==> src/rtl/int_dscrptr_fetch_if.sv <==
// int_dscrptr_fetch_if: load request/ack, descriptor register-file read port and engine hand-off.
interface int_dscrptr_fetch_if #(
    parameter int NUM_INT_BDS_WIDTH = 2
);
    logic                         ldDscrptr;
    logic [NUM_INT_BDS_WIDTH-1:0] ldDscrptrNum;
    logic                         ldIntDscrptrAck;
    logic                         dscrptrRdEn;
    logic [NUM_INT_BDS_WIDTH+1:0] dscrptrRdAddr;
    logic [31:0]                  dscrptrRdData;
    logic                         dscrptrValid;
    logic                         dscrptrReady;
    logic [NUM_INT_BDS_WIDTH-1:0] dscrptrNum;
    logic [31:0]                  dscrptrCfg;
    logic [31:0]                  dscrptrByteCnt;
    logic [31:0]                  dscrptrSrcAddr;
    logic [31:0]                  dscrptrDstAddr;
    logic                         dscrptrInvalid;

    modport slave (
        input  ldDscrptr, ldDscrptrNum, dscrptrRdData, dscrptrReady,
        output ldIntDscrptrAck, dscrptrRdEn, dscrptrRdAddr, dscrptrValid, dscrptrNum,
               dscrptrCfg, dscrptrByteCnt, dscrptrSrcAddr, dscrptrDstAddr, dscrptrInvalid
    );

    modport master (
        output ldDscrptr, ldDscrptrNum, dscrptrRdData, dscrptrReady,
        input  ldIntDscrptrAck, dscrptrRdEn, dscrptrRdAddr, dscrptrValid, dscrptrNum,
               dscrptrCfg, dscrptrByteCnt, dscrptrSrcAddr, dscrptrDstAddr, dscrptrInvalid
    );
endinterface

==> src/rtl/int_dscrptr_fetch.sv <==
// int_dscrptr_fetch: loads one internal buffer descriptor from the register file and hands it to the transfer engine.
module int_dscrptr_fetch #(
    parameter int NUM_INT_BDS       = 4,
    parameter int NUM_INT_BDS_WIDTH = 2
) (
    input logic                clock,
    input logic                reset,
    int_dscrptr_fetch_if.slave bus
);
    typedef enum logic [2:0] {IDLE, FETCH, LAST, PRESENT, ACK, HOLDOFF} state_t;

    state_t                       state, state_nxt;
    logic [NUM_INT_BDS_WIDTH-1:0] num;
    logic [1:0]                   idx, wr_idx;
    logic                         rd_pend, inv, rd_en, out_of_range;
    logic [31:0]                  words [4];

    assign rd_en        = state == FETCH;
    assign out_of_range = 32'(bus.ldDscrptrNum) >= NUM_INT_BDS;

    always_ff @(posedge clock) begin
        if (reset) begin
            state   <= IDLE;
            num     <= '0;
            idx     <= '0;
            wr_idx  <= '0;
            rd_pend <= 1'b0;
            inv     <= 1'b0;
            words   <= '{default: '0};
        end else begin
            state   <= state_nxt;
            idx     <= rd_en ? idx + 2'd1 : 2'd0;
            rd_pend <= rd_en;
            wr_idx  <= idx;
            if (rd_pend) words[wr_idx] <= bus.dscrptrRdData;
            if (state == IDLE && bus.ldDscrptr) begin
                num <= bus.ldDscrptrNum;
                inv <= out_of_range;
            end
            if (state == LAST) inv <= ~words[0][0];
        end
    end

    // word 3 lands during LAST, so the cfg valid bit is already registered there
    always_comb begin
        state_nxt = state;
        case (state)
            IDLE:    if (bus.ldDscrptr) state_nxt = out_of_range ? ACK : FETCH;
            FETCH:   if (idx == 2'd3) state_nxt = LAST;
            LAST:    state_nxt = words[0][0] ? PRESENT : ACK;
            PRESENT: if (bus.dscrptrReady) state_nxt = ACK;
            ACK:     state_nxt = HOLDOFF;
            default: state_nxt = IDLE;
        endcase
    end

    assign bus.ldIntDscrptrAck = state == ACK;
    assign bus.dscrptrInvalid  = state == ACK && inv;
    assign bus.dscrptrRdEn     = rd_en;
    assign bus.dscrptrRdAddr   = rd_en ? {num, idx} : '0;
    assign bus.dscrptrValid    = state == PRESENT;
    assign bus.dscrptrNum      = num;
    assign bus.dscrptrCfg      = words[0];
    assign bus.dscrptrByteCnt  = words[1];
    assign bus.dscrptrSrcAddr  = words[2];
    assign bus.dscrptrDstAddr  = words[3];
endmodule

==> src/flat_wrapper.sv <==
// flat-port wrapper written by rule: the top's interface ports become plain ports
module int_dscrptr_fetch_flat 
#(
    parameter int NUM_INT_BDS       = 4,
    parameter int NUM_INT_BDS_WIDTH = 2
)
  (clock, reset, bus_ldDscrptr, bus_ldDscrptrNum, bus_dscrptrRdData, bus_dscrptrReady, bus_ldIntDscrptrAck, bus_dscrptrRdEn, bus_dscrptrRdAddr, bus_dscrptrValid, bus_dscrptrNum, bus_dscrptrCfg, bus_dscrptrByteCnt, bus_dscrptrSrcAddr, bus_dscrptrDstAddr, bus_dscrptrInvalid);
  int_dscrptr_fetch_if #(.NUM_INT_BDS_WIDTH(NUM_INT_BDS_WIDTH)) bus_i ();
  input logic clock;
  input logic reset;
  input wire logic [$bits(bus_i.ldDscrptr)-1:0] bus_ldDscrptr;
  input wire logic [$bits(bus_i.ldDscrptrNum)-1:0] bus_ldDscrptrNum;
  input wire logic [$bits(bus_i.dscrptrRdData)-1:0] bus_dscrptrRdData;
  input wire logic [$bits(bus_i.dscrptrReady)-1:0] bus_dscrptrReady;
  output wire logic [$bits(bus_i.ldIntDscrptrAck)-1:0] bus_ldIntDscrptrAck;
  output wire logic [$bits(bus_i.dscrptrRdEn)-1:0] bus_dscrptrRdEn;
  output wire logic [$bits(bus_i.dscrptrRdAddr)-1:0] bus_dscrptrRdAddr;
  output wire logic [$bits(bus_i.dscrptrValid)-1:0] bus_dscrptrValid;
  output wire logic [$bits(bus_i.dscrptrNum)-1:0] bus_dscrptrNum;
  output wire logic [$bits(bus_i.dscrptrCfg)-1:0] bus_dscrptrCfg;
  output wire logic [$bits(bus_i.dscrptrByteCnt)-1:0] bus_dscrptrByteCnt;
  output wire logic [$bits(bus_i.dscrptrSrcAddr)-1:0] bus_dscrptrSrcAddr;
  output wire logic [$bits(bus_i.dscrptrDstAddr)-1:0] bus_dscrptrDstAddr;
  output wire logic [$bits(bus_i.dscrptrInvalid)-1:0] bus_dscrptrInvalid;
  assign bus_i.ldDscrptr = bus_ldDscrptr;
  assign bus_i.ldDscrptrNum = bus_ldDscrptrNum;
  assign bus_i.dscrptrRdData = bus_dscrptrRdData;
  assign bus_i.dscrptrReady = bus_dscrptrReady;
  assign bus_ldIntDscrptrAck = bus_i.ldIntDscrptrAck;
  assign bus_dscrptrRdEn = bus_i.dscrptrRdEn;
  assign bus_dscrptrRdAddr = bus_i.dscrptrRdAddr;
  assign bus_dscrptrValid = bus_i.dscrptrValid;
  assign bus_dscrptrNum = bus_i.dscrptrNum;
  assign bus_dscrptrCfg = bus_i.dscrptrCfg;
  assign bus_dscrptrByteCnt = bus_i.dscrptrByteCnt;
  assign bus_dscrptrSrcAddr = bus_i.dscrptrSrcAddr;
  assign bus_dscrptrDstAddr = bus_i.dscrptrDstAddr;
  assign bus_dscrptrInvalid = bus_i.dscrptrInvalid;
  int_dscrptr_fetch #(.NUM_INT_BDS(NUM_INT_BDS), .NUM_INT_BDS_WIDTH(NUM_INT_BDS_WIDTH)) u_core (.clock(clock), .reset(reset), .bus(bus_i));
endmodule
==> config.mk <==
export PLATFORM = sky130hd
export DESIGN_NAME = int_dscrptr_fetch_flat
export DESIGN_NICKNAME = d
export VERILOG_FILES = /design/src/rtl/int_dscrptr_fetch_if.sv /design/src/rtl/int_dscrptr_fetch.sv /design/src/flat_wrapper.sv
export SDC_FILE = /design/constraint.sdc
export NUM_CORES = 1
export LEC_CHECK = 0
export CORE_MARGIN = 2
export CORE_UTILIZATION = 39
export CTS_CLUSTER_SIZE = 25
export DETAILED_ROUTE_END_ITERATION = 6
export DONT_BUFFER_PORTS = 1
export PLACE_DENSITY_LB_ADDON = 0.25
export SKIP_CTS_REPAIR_TIMING = 1
export SLEW_MARGIN = 30
export SYNTH_ARGS = -nofsm -noshare
export SYNTH_HDL_FRONTEND = slang
export SYNTH_SLANG_ARGS = --single-unit
==> constraint.sdc <==
create_clock -name clock -period 1.8 [get_ports clock]
set_input_delay 0.45 -clock clock [delete_from_list [all_inputs] [get_ports clock]]
set_output_delay 0.45 -clock clock [all_outputs]
set_load 0.01 [all_outputs]
==> results of run 1 <==
## power groups by stage
stage          Sequential, µW  Clock (µW)  Combinational [µW]
2_1_floorplan            3230           0                 146
3_3_place_gp             3250           0                 122
3_5_place_dp             3250           0                 126
4_1_cts                  3190        3060                 126
5_1_grt                  3190        3180                 155
6_report                 3190        2980                 138
## through the flow
step	worst slack, ns	hold slack [ns]	cell area, µm²	instances	setup TNS [ns]
5_1_grt	-0.02684	0.08653	5627	791	-0.06806
3_3_place_gp	0.3153	0.4557	5069	760	0
2_1_floorplan	0.2021	0.4257	4945	617	0
3_5_place_dp	0.2248	0.4635	5069	760	0
6_report	0.03259	0.09790	5627	791	0
4_1_cts	-0.2098	0.08668	5567	787	-1.090
## state kept, by name (all words and copies together) (netlist names)
register / cells
u_core.bus.dscrptrByteCnt: 32
u_core.bus.dscrptrCfg: 32
u_core.bus.dscrptrDstAddr: 32
u_core.bus.dscrptrNum: 2
u_core.bus.dscrptrSrcAddr: 32
u_core.idx: 2
u_core.inv: 1
u_core.rd_pend: 1
u_core.state: 3
u_core.wr_idx: 2
## logic make-up after synthesis
family / after synthesis
and+or+nand+nor: 292
DFF: 139
AOI/OAI and AO/OA: 136
buffers and inverters: 47
muxes: 2
adders and majority gates: 1
## final cells by class
type / instances / area share
clock inverter: 4 / 0.003558
sequential: 139 / 0.4961
inverter: 1 / 0.0006671
timing repair buffer: 21 / 0.02891
tap: 172 / 0.03825
clock buffer: 23 / 0.08495
multi-input combinational: 431 / 0.3476
## path summary, 6_finish.rpt
path	slack, ns	depth (start not counted)	to	startpoint
worst max-delay path	0.03	2	bus_dscrptrInvalid	u_core.state[2]$_SDFFE_PP0P_
worst min-delay path	0.1	1	u_core.bus.dscrptrDstAddr[29]$_SDFFE_PP0P_	reset
worst max register to register	0.34	4	u_core.bus.dscrptrCfg[19]$_SDFFE_PP0P_	u_core.rd_pend$_SDFF_PP0_
worst min register to register	0.49	1	u_core.idx[0]$_SDFF_PP0_	u_core.idx[0]$_SDFF_PP0_
## Yosys cell counts, drive strengths merged (2+ instances only)
| cell type | n | share of area |
|---|---|---|
| nand2 | 256 | 0.19 |
| dfxtp | 139 | 0.56 |
| a21oi | 131 | 0.13 |
| nor2b | 5 | 0.0063 |
| and3b | 2 | 0.0035 |
| nor3b | 3 | 0.0066 |
| buf | 27 | 0.031 |
| nand3b | 4 | 0.0061 |
| and3 | 3 | 0.0038 |
| nand2b | 3 | 0.0038 |
| and2 | 6 | 0.0076 |
| nor2 | 5 | 0.0038 |
| clkbuf | 19 | 0.014 |
| mux2i | 2 | 0.0040 |
## layer usage
layer  wire (µm)  global-route usage  share of wire
met2        6404              0.3182           0.48
met4         191             0.06588          0.014
met3        1389             0.09133           0.10
met1        5286              0.2207           0.40
met5           0                   0              0
## critical path, cell delays in order, from the launching register on
cell and delay (ns):
dfxtp_2 0.44, nor3b_1 0.25, and2_1 0.22
==> results.cfg, run 1 <==
[power_and_ir_drop]
power_frac_seq = 0.505
p_leak_uw = 0.001910
ir_worst_vdd_uv = 577.2
power_frac_clock = 0.473
total_power_uw = 6305
swShare = 0.2065
intPower_uw = 5003
combPwrFrac = 0.022
power_density_nw_per_um2 = 1121
p_switching_uw = 1302

[floorplanning]
core-area_um2 = 12520
initial_core_util = 0.3950
io_pins = 176
fp.dieW_um = 116.6
dieArea_um2 = 13600
die_h_um = 116.6
core.rowCount = 41

[drt]
wl_per_cell_um = 16.78
drtIter0Drc = 297
drc = 0
drtAntennaViolNets = 0
postRouteWirelength_mm = 13.27
dr_total_vias = 4044
dr.pass1.iters = 4
vias_per_cell = 5.113

[grt]
grt_max_degree = 138
grt_pass1_wl_mm = 19.80
grt_antenna_before_repair = 0
grt_pass1_vias = 3781
grt_usage = 0.1929
overflow = 0

[finish]
multi_input_comb_area_um2 = 1956
num-fill-cells = 1284
drive_gt1_frac = 0.08724
num_antenna_cells = 0
fin_nets = 650
fin_util = 0.4495
final_common_cell = nand2_1
ff_latch_area_um2 = 2791
area_delta_synth_final_pct = 13.79
final_cell_mix = nand2_1 (256), dfxtp_1 (136), a21oi_1 (131)

[logic_synthesis]
synth-xor-area-share = 0
synth_cells = 617
synth_area_per_cell_um2 = 8.014
synth-main-ff-cell = dfxtp_1
synth_top_family_by_area = simple AND/OR/NAND/NOR gates
syn_nets = 656
synth_async_sr_flop_share = 0
syn_area_um2 = 4945
ys_seq_area_frac = 0.5628
synth.mux.area_fraction = 0.004049
ys.warnings.count = 0
synth_compound_area_frac = 0.1402
synth_edf_count = 0
synth-seq-cells = 139
synthSimpleGateAreaFrac = 0.2442
synthDistinctLibCells = 28
synthAdderAreaFrac = 0.002530

[clock_tree]
clk_latency_ns = 0.42
clkTransAtPathRegs_ns = 0.05
cts_buffers = 17
htree_levels = 4
cts_root_buffer = clkbuf_16
cts_tree = built
clock_sinks = 139
clockBufferDepth = 2

[placement]
place_congestion = 0.7345
hpwlAfterDp_mm = 8.857
port_buffers = 0

[status]
status = finished clean

[run]
max_cap_viol_count = 0

[sta]
fin_crit_ns = 1.767
maxSlewHeadroom = 0.7208
finalSetupViolations = 0
rsz0062_at_grt = yes
period_share = 0.9819
fmax_mhz = 565.8
skew_ns = 0.008709
slew_violations = 0
final_hold_viol_count = 0
worstMarginPinSlew_ns = 0.4177

[min_path]
hold_class = primary input to register

[worst_setup_path]
worst_setup_path_start_kind = register
cp.required_ns = 1.35
end_kind = primary output
cp_max_fo = 9
criticalPathCategory = register to primary output
arrival_ns = 1.32
No activity file was read; power rests on OpenSTA's default activity.
==> inputs of run 2 (changes only) <==
GPL_ROUTABILITY_DRIVEN = 0   (was not set)
clock period = 1.69 ns   (was 1.8 ns; I/O delays follow)
==> run 2 against run 1 <==
  * The flow now finishes with violations (setup timing)
  * Critical path depth rose by 1
  * First-iteration DRC count rose by 8.1%
  * Final cell count rose by 0.38%
  * Core utilization rose by 0.40 points
  * Register-to-register slack got worse by 0.06 ns
  * Flip-flop and latch count did not move
  * Sequential power rose by 6%
  * Clock power rose by 16%
==> results.cfg, run 2 (synthesis gave the netlist of run 1 again) <==
[sta]
worstMarginPinSlew_ns = 0.3967
final_hold_viol_count = 0
finalSetupViolations = 6
skew_ns = 0.005574
maxSlewHeadroom = 0.7356
finalSetupTns_ns = -0.1314
fmax_mhz = 581.2
slew_violations = 0
period_share = 1.018
timing.hold.ws_ns = 0.08725
fin_ws_ns = -0.03072
fin_crit_ns = 1.721
rsz0062_at_grt = yes

[floorplanning]
core.rowCount = 41
die_h_um = 116.6
fp.dieW_um = 116.6
io_pins = 176
initial_core_util = 0.3950
core-area_um2 = 12520
dieArea_um2 = 13600

[grt]
grt_pass1_vias = 3758
met2_usage = 0.3182
grt_pass1_wl_mm = 19.94
overflow = 0
grt_max_degree = 138
grt_use_met3 = 0.08095
busiest_layer = met2
grt_use_met1 = 0.2244
grt_antenna_before_repair = 0
grt_usage = 0.1952

[drt]
drc = 0
drtAntennaViolNets = 0
vias_per_cell = 5.127
postRouteWirelength_mm = 13.30
dr.pass1.iters = 5
wl_per_cell_um = 16.75
drtIter0Drc = 321
dr_total_vias = 4071

[power_and_ir_drop]
p_switching_uw = 1441
combPwrFrac = 0.021
intPower_uw = 5547
ir_worst_vdd_uv = 638.1
power_density_nw_per_um2 = 1231
swShare = 0.2062
power_frac_clock = 0.494
p_leak_uw = 0.001920
power_frac_seq = 0.485

[worst_setup_path]
slowest_delay_ns = 0.32
criticalPathCategory = register to primary output
cp_max_fo = 11
worst_setup_path_start_kind = register
end_kind = primary output
arrival_ns = 1.30
reg2regPathDepth = 4
critPathTopFamily = simple AND/OR/NAND/NOR gates
crit_path_top_delay_cell = dfxtp_1
path_buf_inv = 1
crit_path_cell_trace = buf_4 -> nor3b_2 -> and2_4
worst-path-stages = 3
cp.required_ns = 1.27

[finish]
fin_nets = 649
drive_gt1_frac = 0.09486
multi_input_comb_area_um2 = 1963
ff_latch_area_um2 = 2788
final_area_um2 = 5677
final_common_cell = nand2_1
final_cell_mix = nand2_1 (256), dfxtp_1 (137), a21oi_1 (131)
area_delta_synth_final_pct = 14.80
num_antenna_cells = 0
num-fill-cells = 1283

[min_path]
hold_class = primary input to register
hold_depth = 1

[clock_tree]
clk_latency_ns = 0.41
clockBufferDepth = 2
cts_tree = built
cts_buffers = 17
cts_root_buffer = clkbuf_16
clkTransAtPathRegs_ns = 0.05
htree_levels = 4
clock_sinks = 139

[placement]
port_buffers = 0
placed_cell_area_um2 = 5076
hpwlAfterDp_mm = 8.878

[status]
failed_checks = setup timing
status = complete, but fails checks

[run]
max_cap_viol_count = 0
==> run 2: power groups by stage <==
stage          Sequential, µW  Clock, µW  Combinational (µW)
3_3_place_gp             3460          0                 135
2_1_floorplan            3450          0                 155
4_1_cts                  3390       3540                 142
5_1_grt                  3400       3680                 162
6_report                 3390       3450                 144
3_5_place_dp             3460          0                 141
==> run 2: area by class of cell <==
| class | count | share of cell area |
|---|---|---|
| Sequential cell | 139 | 0.4911 |
| Multi-Input combinational cell | 431 | 0.3458 |
| Clock buffer | 24 | 0.08662 |
| Tap cell | 172 | 0.03791 |
| Timing Repair Buffer | 20 | 0.02645 |
| Clock inverter | 7 | 0.01146 |
| Inverter | 1 | 0.0006612 |
==> run 2: path summary, 6_finish.rpt <==
check,start,end,slack (ns)
hold / removal,reset,u_core.bus.dscrptrNum[0]$_SDFFE_PP0P_,0.09
setup reg to reg,u_core.rd_pend$_SDFF_PP0_,u_core.bus.dscrptrCfg[24]$_SDFFE_PP0P_,0.28
hold reg to reg,u_core.idx[0]$_SDFF_PP0_,u_core.idx[0]$_SDFF_PP0_,0.48
setup / recovery,u_core.state[0]$_SDFFE_PP0P_,bus_dscrptrInvalid,-0.03
==> run 2: worst register-to-register path: stages (launching register included) <==
cell	delay [ns]
dfxtp_1	0.44
or3b_1	0.38
buf_4	0.27
nand2_1	0.14
a21oi_1	0.07
==> run 2: routing by layer <==
metal	vias up	share of wire
li1	1980	-
met1	1910	0.40
met2	158	0.48
met3	23	0.096
met4	0	0.022
met5	-	0
==> run 2: metrics by stage <==
step / setup WS, ns / total power [µW] / instances / util
6_report: -0.03072 / 6988 / 794 / 0.4535
5_1_grt: -0.1150 / 7239 / 794 / 0.4535
4_1_cts: -0.1779 / 7070 / 792 / 0.4500
3_5_place_dp: 0.2872 / 3605 / 761 / 0.4055
3_3_place_gp: 0.3238 / 3597 / 761 / 0.4055
2_1_floorplan: 0.1196 / 3601 / 617 / -
